`config.mk`:
```
export PLATFORM = sky130hd
export DESIGN_NAME = bird_physics
export DESIGN_NICKNAME = d
export VERILOG_FILES = /design/src/rtl/bird_pkg.sv /design/src/rtl/flap_edge_detect.sv /design/src/rtl/bird_physics.sv
export SDC_FILE = /design/constraint.sdc
export NUM_CORES = 1
export LEC_CHECK = 0
export CORE_MARGIN = 3
export CORE_UTILIZATION = 54
export CTS_BUF_LIST = sky130_fd_sc_hd__clkbuf_4
export DETAILED_ROUTE_END_ITERATION = 12
export HOLD_SLACK_MARGIN = 0.02
export PLACE_DENSITY_LB_ADDON = 0.15
export REMOVE_ABC_BUFFERS = 1
export SLEW_MARGIN = 20
export SYNTH_ARGS = -nofsm -noshare
export SYNTH_HDL_FRONTEND = slang
export SYNTH_SLANG_ARGS = --single-unit
```
`constraint.sdc`:
```
create_clock -name Clk -period 10.3 [get_ports Clk]
set_clock_uncertainty 0.2 [all_clocks]
set_input_delay 1.545 -clock Clk [delete_from_list [all_inputs] [get_ports Clk]]
set_output_delay 1.545 -clock Clk [all_outputs]
set_load 0.02 [all_outputs]
```
`src/rtl/bird_pkg.sv`:
```
// Shared definitions for the bird motion stage.
//   state_e : game FSM encoding (ST_INITIAL / ST_FLIGHT / ST_STOP)
//   Geometry and physics constants for the bird and the visible screen.
package bird_pkg;

    typedef enum logic [1:0] {
        ST_INITIAL = 2'd0,
        ST_FLIGHT  = 2'd1,
        ST_STOP    = 2'd2
    } state_e;

    localparam int unsigned BIRD_X   = 100;
    localparam int unsigned BIRD_W   = 20;
    localparam int unsigned BIRD_H   = 20;
    localparam int unsigned Y_START  = 230;
    localparam int unsigned SCREEN_H = 480;
    localparam int unsigned Y_MAX    = SCREEN_H - BIRD_H;

    localparam int GRAVITY  = 1;
    localparam int FLAP_VEL = 8;
    localparam int MAX_FALL = 10;
    localparam int VEL_W    = 6;

endpackage

```
`src/rtl/flap_edge_detect.sv`:
```
// Flap input conditioner, only present when FLAP_EDGE_EN is defined.
// Two-flop synchroniser on the raw Flap level followed by a rising-edge
// detector, so one button press produces exactly one flap pulse.
//   clk_i  : system clock
//   rst_i  : synchronous active-high reset
//   flap_i : raw asynchronous flap level
//   rise_o : one-cycle pulse on each synchronised rising edge
`ifdef FLAP_EDGE_EN
module flap_edge_detect (
    input  logic clk_i,
    input  logic rst_i,
    input  logic flap_i,
    output logic rise_o
);

    logic sync1_q;
    logic sync2_q;
    logic prev_q;

    always_ff @(posedge clk_i) begin
        if (rst_i) begin
            sync1_q <= 1'b0;
            sync2_q <= 1'b0;
            prev_q  <= 1'b0;
        end else begin
            sync1_q <= flap_i;
            sync2_q <= sync1_q;
            prev_q  <= sync2_q;
        end
    end

    assign rise_o = sync2_q & ~prev_q;

endmodule
`endif

```
`src/rtl/bird_physics.sv`:
```
// Bird motion stage: owns the bird bounding box, integrates gravity and flap
// impulses once per frame Tick and runs the INITIAL/FLIGHT/STOP game FSM.
// Optional macro FLAP_EDGE_EN: Flap is a raw level, synchronised and
// edge-detected internally; otherwise Flap must be a clean one-cycle pulse.
//   Clk, reset (sync, active-high), Tick (frame enable)
//   Start / Ack / Stop (levels), Flap (pulse or level, see above)
//   Bird_X_L/Bird_X_R/Bird_Y_T/Bird_Y_B : box edges (10 bit)
//   Hit_Floor : in STOP because of floor contact
//   q_Initial/q_Flight/q_Stop : one-hot game state
module bird_physics
    import bird_pkg::*;
(
    input  logic       Clk,
    input  logic       reset,
    input  logic       Tick,
    input  logic       Start,
    input  logic       Ack,
    input  logic       Stop,
    input  logic       Flap,
    output logic [9:0] Bird_X_L,
    output logic [9:0] Bird_X_R,
    output logic [9:0] Bird_Y_T,
    output logic [9:0] Bird_Y_B,
    output logic       Hit_Floor,
    output logic       q_Initial,
    output logic       q_Flight,
    output logic       q_Stop
);

    localparam logic signed [VEL_W-1:0] VEL_FLAP = VEL_W'(-FLAP_VEL);
    localparam logic signed [VEL_W-1:0] VEL_MAX  = VEL_W'(MAX_FALL);
    localparam logic signed [VEL_W-1:0] VEL_GRAV = VEL_W'(GRAVITY);
    localparam logic signed [10:0]      Y_MAX_S  = 11'(Y_MAX);

    state_e                  state_q, state_d;
    logic [9:0]              y_q, y_d;
    logic signed [VEL_W-1:0] vel_q, vel_d;
    logic                    hit_q, hit_d;
    logic                    armed_q, armed_d;
    logic                    pend_q, pend_d;

    logic                    flap_req;
    logic signed [VEL_W-1:0] vel_n;
    logic signed [10:0]      y_n;

`ifdef FLAP_EDGE_EN
    flap_edge_detect u_flap_edge (
        .clk_i  (Clk),
        .rst_i  (reset),
        .flap_i (Flap),
        .rise_o (flap_req)
    );
`else
    assign flap_req = Flap;
`endif

    always_comb begin
        state_d = state_q;
        y_d     = y_q;
        vel_d   = vel_q;
        hit_d   = hit_q;
        armed_d = armed_q;
        pend_d  = pend_q;
        vel_n   = '0;
        y_n     = '0;

        case (state_q)
            ST_INITIAL: begin
                pend_d  = 1'b0;
                // Start must be seen low before it can launch, so a shared
                // Start/Ack button cannot fall straight through INITIAL.
                armed_d = armed_q | ~Start;
                if (Start && armed_q) begin
                    state_d = ST_FLIGHT;
                end
            end

            ST_FLIGHT: begin
                if (Stop) begin
                    // Collision wins: this cycle's Tick update is dropped.
                    state_d = ST_STOP;
                end else if (Tick) begin
                    pend_d = 1'b0;
                    if (flap_req || pend_q) begin
                        vel_n = VEL_FLAP;
                    end else if (vel_q >= VEL_MAX) begin
                        vel_n = VEL_MAX;
                    end else begin
                        vel_n = vel_q + VEL_GRAV;
                    end
                    y_n = $signed({1'b0, y_q})
                        + $signed({{(11 - VEL_W){vel_n[VEL_W-1]}}, vel_n});
                    if (y_n[10]) begin
                        y_d   = '0;
                        vel_d = '0;
                    end else if (y_n >= Y_MAX_S) begin
                        y_d     = 10'(Y_MAX);
                        vel_d   = '0;
                        hit_d   = 1'b1;
                        state_d = ST_STOP;
                    end else begin
                        y_d   = y_n[9:0];
                        vel_d = vel_n;
                    end
                end else begin
                    // Hold a flap that arrives between frame ticks.
                    pend_d = pend_q | flap_req;
                end
            end

            ST_STOP: begin
                if (Ack) begin
                    state_d = ST_INITIAL;
                    y_d     = 10'(Y_START);
                    vel_d   = '0;
                    hit_d   = 1'b0;
                    armed_d = 1'b0;
                    pend_d  = 1'b0;
                end
            end

            default: state_d = ST_INITIAL;
        endcase
    end

    always_ff @(posedge Clk) begin
        if (reset) begin
            state_q <= ST_INITIAL;
            y_q     <= 10'(Y_START);
            vel_q   <= '0;
            hit_q   <= 1'b0;
            armed_q <= 1'b0;
            pend_q  <= 1'b0;
        end else begin
            state_q <= state_d;
            y_q     <= y_d;
            vel_q   <= vel_d;
            hit_q   <= hit_d;
            armed_q <= armed_d;
            pend_q  <= pend_d;
        end
    end

    assign Bird_X_L  = 10'(BIRD_X);
    assign Bird_X_R  = 10'(BIRD_X + BIRD_W - 1);
    assign Bird_Y_T  = y_q;
    assign Bird_Y_B  = y_q + 10'(BIRD_H - 1);
    assign Hit_Floor = hit_q;
    assign q_Initial = (state_q == ST_INITIAL);
    assign q_Flight  = (state_q == ST_FLIGHT);
    assign q_Stop    = (state_q == ST_STOP);

endmodule
```
==> flow_summary.json, run 1 <==
{
  "p_int_mw": 0.124,
  "path_clk_slew_ps": 120,
  "p_leak_nw": 0.883,
  "critPathRequiredTime_ps": 10310,
  "drt_iter0_markers": 154,
  "peakVddDrop_mv": 0.0684,
  "path_delay_family": "simple AND/OR/NAND/NOR gates",
  "routedWlPerCell_um": 14.4,
  "p_sw_mw": 0.0701,
  "p_clk_share_pct": 22.6,
  "antennaDiodeCount": 0,
  "finalMaxSlewViolations": 0,
  "coreArea_sq_um": 3390,
  "die_area_sq_um": 4310,
  "clk_latency_ps": 310,
  "powerDensity_nw_per_um2": 88.1,
  "cpMaxStageDelayCell": "clkdlybuf4s50_1",
  "synth-edff-count": 0,
  "final-seq-area_sq_um": 420,
  "ant_nets": 0,
  "post_cts_buffers": 0,
  "rsz0062_at_grt": "false",
  "die_x_um": 65.6,
  "routed_wl_um": 4460,
  "sw_frac_of_total_pct": 36.1,
  "worst_setup_path_end_kind": "register",
  "max_freq_ghz": 0.208,
  "yosysSeqAreaShare_pct": 21.9,
  "cts_inserted_buffers": 3,
  "synth_ff_type": "dfxtp_1",
  "yosysTopAreaCell": "dfxtp_1",
  "cts_root_buf": "clkbuf_4",
  "critPathLaunchType": "primary input",
  "syn_avg_cell_area_sq_um": 8.17,
  "p_seq_share_pct": 44.0,
  "fill_cells": 293,
  "row_count": 21,
  "htreeDepth": 1,
  "crit_fanout": 10,
  "grt_usage_pct": 21.8,
  "min_path_type": "reg -> reg",
  "crit_path_frequent_cell": "nor2_1",
  "path_cells": "clkdlybuf4s50_1 -> nor2_1 -> nand2_1 -> nor2_1 -> ha_1 -> inv_1 -> fa_1 -> nand3b_1 -> a211oi_2 -> o41ai_2 -> nor3b_4 -> nor2_2 -> a32o_1",
  "portBuffers": 30,
  "tritoncts": "built",
  "worst_pin_slew_ps": 711,
  "async_flop_share_pct": 0,
  "critical_path_arrival_ps": 4810,
  "yosys-top-cells-count": "dfxtp_1 (21), buf_4 (20), nand2_1 (20)",
  "grt_max_degree": 12,
  "dp_hpwl_um": 3560,
  "routabilityCongestion": 0.872,
  "clock_sinks": 21,
  "yosysMostFrequentCell": "dfxtp_1",
  "ios": 51,
  "finalPower_mw": 0.194,
  "grt_pass1_wl_um": 7330,
  "ctsHoldBuffers": 0,
  "drt_first_pass_iters": 5,
  "initial_core_util_pct": 56.6,
  "synth_top_area_share_pct": 21.9,
  "synth_area_sq_um": 1920,
  "setup_violations": 0,
  "vias": 1745,
  "cpPeakStageDelay_ps": 470,
  "slew_headroom_pct": 52.6,
  "drc": 0,
  "ys_seq_elements": 21,
  "period_share_pct": 46.6,
  "min_period_ps": 4800,
  "post_cts_resized": 0,
  "synth_cells": 235,
  "nets": 286,
  "finalSetupTns_ps": 0,
  "clockBufferDepth": 2,
  "hold_slack_ps": 293,
  "path_buf_inv": 2,
  "worst-setup-path-type": "in -> reg",
  "max_cap_viol_count": 0,
  "synth_cell_type_count": 62,
  "die_h_um": 65.6,
  "multi_input_area_sq_um": 1350,
  "yosys-top-cells-area": "dfxtp_1 (22%), ha_1 (9.1%), buf_4 (7.8%), xnor2_1 (5.0%), a21oi_1 (3.9%)",
  "p_comb_share_pct": 33.3,
  "final_layout_size_suffix_gt1_share_pct": 7.98,
  "viasPerCell": 5.65,
  "areaGrowthSynthToFinish_pct": 14.9,
  "grt_pass1_vias": 1566,
  "grt_overflow": 0,
  "hold_violations": 0,
  "status": "completed",
  "yosysWarnings": 0,
  "antenna_found_initial": 0
}
## layer usage
layer,vias to the layer above,part of all wire [%],track usage (%)
li1,875,-,-
met1,805,49,32.0
met2,61,44,33.3
met3,4,6.6,2.91
met4,0,0.76,5.18
met5,-,0,0
## registers in the layout, summed over array words and instances (netlist names)
signal	count
Bird_Y_T	10
vel_q	6
state_q	2
Hit_Floor	1
armed_q	1
pend_q	1
## worst min-delay path, delay by kind of cell (launching register included)
family / cells / cell delay, ps
flip-flops: 1 / 350
AO/OA/AOI/OAI: 1 / 50
AND/OR/NAND/NOR: 1 / 60
## worst paths after layout
path	start	endpoint	slack [ps]	cells past startpoint
worst max-delay path	Flap	vel_q[0]$_SDFFE_PP0P_	5500	13
worst min-delay path	vel_q[5]$_SDFFE_PP0P_	vel_q[5]$_SDFFE_PP0P_	290	2
worst max register to register	vel_q[0]$_SDFFE_PP0P_	vel_q[0]$_SDFFE_PP0P_	6280	15
worst min register to register	vel_q[5]$_SDFFE_PP0P_	vel_q[5]$_SDFFE_PP0P_	290	2
## cells in the final DEF (no fill, tap or decap), types with 4 or more instances in the layout
cell type	netlist	layout
nor2_1	17	17
nand2_1	20	20
o31ai_1	4	4
dfxtp_1	21	21
clkdlybuf4s50_1	0	30
a21oi_1	15	15
xor2_1	5	5
conb_1	2	20
nand3_1	8	8
inv_1	12	12
nand2b_1	4	4
clkbuf_4	0	4
o21ai_0	8	8
o211ai_1	5	5
ha_1	14	14
xnor2_1	11	11
## metrics by stage
step                      utilization (%)  std cells  worst slack (ps)  area (sq um)
after floorplan                         -        229              6100          1820
after detailed placement             64.2        305              5160          2180
after CTS                            65.1        309              5500          2210
final                                65.1        309              5500          2210
after global placement               64.2        305              5230          2180
after global routing                 65.1        309              5190          2210
## power by group through the flow
stage / clock network (mW) / registers [mW] / logic, mW
3_3_place_gp: 0 / 0.0874 / 0.0641
4_1_cts: 0.0444 / 0.0855 / 0.0645
5_1_grt: 0.0479 / 0.0860 / 0.0710
6_report: 0.0440 / 0.0856 / 0.0648
3_5_place_dp: 0 / 0.0873 / 0.0643
2_1_floorplan: 0 / 0.0876 / 0.0457
## logic make-up (layout without fill, tap and decap cells)
kind of cell / after synthesis / after routing / share of synthesized area (%)
buffers and inverters: 37 / 47 / 11.3
AO/OA/AOI/OAI: 70 / 70 / 27.9
XOR/XNOR: 16 / 16 / 7.30
adder cells (fa/ha/maj): 15 / 15 / 10.2
multiplexers: 2 / 2 / 1.11
flip-flops: 21 / 21 / 21.9
AND/OR/NAND/NOR: 72 / 72 / 19.9
other: 2 / 20 / 0.391
## area by class of cell
cell class | instances | share of cell area (%)
clock buffer | 4 | 1.36
inverter | 13 | 2.21
multi-input combinational | 195 | 61.1
sequential | 21 | 19.1
tap | 46 | 2.61
timing repair buffer | 30 | 13.6
No activity file was read; power rests on OpenSTA's default activity.
==> run 2, diff against run 1 <==
--- a/config.mk
+++ b/config.mk
@@ -6,7 +6,7 @@
 export NUM_CORES = 1
 export LEC_CHECK = 0
 export CORE_MARGIN = 3
-export CORE_UTILIZATION = 54
+export CORE_UTILIZATION = 46
 export CTS_BUF_LIST = sky130_fd_sc_hd__clkbuf_4
 export DETAILED_ROUTE_END_ITERATION = 12
 export HOLD_SLACK_MARGIN = 0.02
==> constraint.sdc (replaced) <==
create_clock -name Clk -period 4.33 [get_ports Clk]
set_clock_uncertainty 0.2 [all_clocks]
set_input_delay 0.6495 -clock Clk [delete_from_list [all_inputs] [get_ports Clk]]
set_output_delay 0.6495 -clock Clk [all_outputs]
set_load 0.02 [all_outputs]
==> flow_summary.json, run 2 (same netlist as run 1, synthesis figures left out) <==
{
  "status": "completed",
  "ctsHoldBuffers": 0,
  "hold_violations": 0,
  "rsz0062_at_grt": "false",
  "finalSetupTns_ps": 0,
  "final-seq-area_sq_um": 420,
  "post_cts_resized": 0,
  "critPathLaunchType": "register",
  "finalMaxSlewViolations": 0,
  "antenna_found_initial": 0,
  "min_path_type": "reg -> reg",
  "powerDensity_nw_per_um2": 208,
  "coreArea_sq_um": 3830,
  "routedWlPerCell_um": 14.4,
  "antennaDiodeCount": 0,
  "row_count": 22,
  "fill_cells": 352,
  "crit_fanout": 9,
  "grt_overflow": 0,
  "finalPower_mw": 0.462,
  "grt_usage_pct": 17.9,
  "layoutNonFillerInstCount": 313,
  "path_clk_slew_ps": 110,
  "largest_register_ff_count": 10,
  "cpPeakStageDelay_ps": 410,
  "cts_root_buf": "clkbuf_4",
  "critical_path_arrival_ps": 3970,
  "critPathRequiredTime_ps": 4330,
  "cpMaxStageDelayCell": "dfxtp_1",
  "grt_pass1_wl_um": 7380,
  "final_layout_size_suffix_gt1_share_pct": 8.68,
  "tritoncts": "built",
  "grt_pass1_vias": 1506,
  "multi_input_area_sq_um": 1350,
  "peakVddDrop_mv": 0.203,
  "die_area_sq_um": 4980,
  "worst_pin_slew_ps": 760,
  "drt_first_pass_iters": 4,
  "routabilityCongestion": 0.842,
  "max_cap_viol_count": 0,
  "hold_slack_ps": 285,
  "initial_core_util_pct": 50.2,
  "die_h_um": 70.6,
  "post_cts_buffers": 0,
  "most-common-layout-cells": "clkdlybuf4s50_1 (30), dfxtp_1 (21), nand2_1 (20), conb_1 (20), nor2_1 (17)",
  "nets": 288,
  "routed_wl_um": 4520,
  "setup_violations": 0,
  "ant_nets": 0,
  "viasPerCell": 5.45,
  "worst-setup-path-type": "reg -> reg",
  "min_period_ps": 3970,
  "portBuffers": 30,
  "dp.cells": 309,
  "drc": 0,
  "cts_inserted_buffers": 3,
  "max_freq_ghz": 0.252,
  "clk_latency_ps": 300,
  "ios": 51,
  "path_cells": "inv_1 -> ha_1 -> o31a_1 -> o21bai_1 -> nand2_1 -> nor2_1 -> ha_1 -> inv_1 -> fa_1 -> nand3b_1 -> a211oi_2 -> o41ai_1 -> o41ai_1 -> a41oi_2 -> a32o_1",
  "p_leak_nw": 0.892,
  "drt_iter0_markers": 124,
  "areaGrowthSynthToFinish_pct": 15.8,
  "mostFrequentLayoutCell": "clkdlybuf4s50_1",
  "htreeDepth": 1,
  "clockBufferDepth": 2,
  "slew_headroom_pct": 49.2,
  "grt_max_degree": 12,
  "worst_setup_path_end_kind": "register",
  "vias": 1707,
  "period_share_pct": 91.6,
  "clock_sinks": 21,
  "die_x_um": 70.6,
  "dp_hpwl_um": 3650
}
[run 2: cell type report]
| class | count | area share [%] |
|---|---|---|
| Multi-Input combinational cell | 195 | 60.7 |
| Sequential cell | 21 | 18.9 |
| Timing Repair Buffer | 32 | 14.2 |
| Tap cell | 48 | 2.70 |
| Inverter | 13 | 2.19 |
| Clock buffer | 4 | 1.35 |
[run 2: final timing paths]
| kind | start | end | slack, ps | depth (start not counted) |
|---|---|---|---|---|
| setup / recovery | vel_q[0]$_SDFFE_PP0P_ | vel_q[4]$_SDFFE_PP0P_ | 360 | 15 |
| hold / removal | vel_q[5]$_SDFFE_PP0P_ | vel_q[5]$_SDFFE_PP0P_ | 280 | 2 |
| setup reg to reg | vel_q[0]$_SDFFE_PP0P_ | vel_q[4]$_SDFFE_PP0P_ | 360 | 15 |
| hold reg to reg | vel_q[5]$_SDFFE_PP0P_ | vel_q[5]$_SDFFE_PP0P_ | 280 | 2 |
[run 2: layer usage]
metal  wire length, um  up-vias  track usage, %
met3               235        2            2.98
li1                  -      876               -
met1              2240      781            25.5
met4                19        0            1.88
met5                 0        -               0
met2              2020       48            29.6
[run 2: power breakdown]
part | internal (mW) | switching (mW)
Combinational | 0.0584 | 0.0990
Clock | 0.0421 | 0.0592
Sequential | 0.197 | 0.00590
[run 2: critical path, delay by kind of cell, from the launching register on]
kind / cells / cell delay [ps]
compound gates: 7 / 1830
fa+ha+maj: 3 / 790
simple gates: 3 / 520
flops: 1 / 410
buf+inv: 2 / 120
[run 2: metrics by stage]
| step | util (%) | setup WS (ps) | area, sq um |
|---|---|---|---|
| global placement | 57.3 | 317 | 2190 |
| global route | 58.1 | 2.85 | 2220 |
| CTS | 58.1 | 372 | 2220 |
| finish | 58.1 | 363 | 2220 |
| floorplan | - | 807 | 1820 |
| detailed placement | 57.3 | 153 | 2190 |
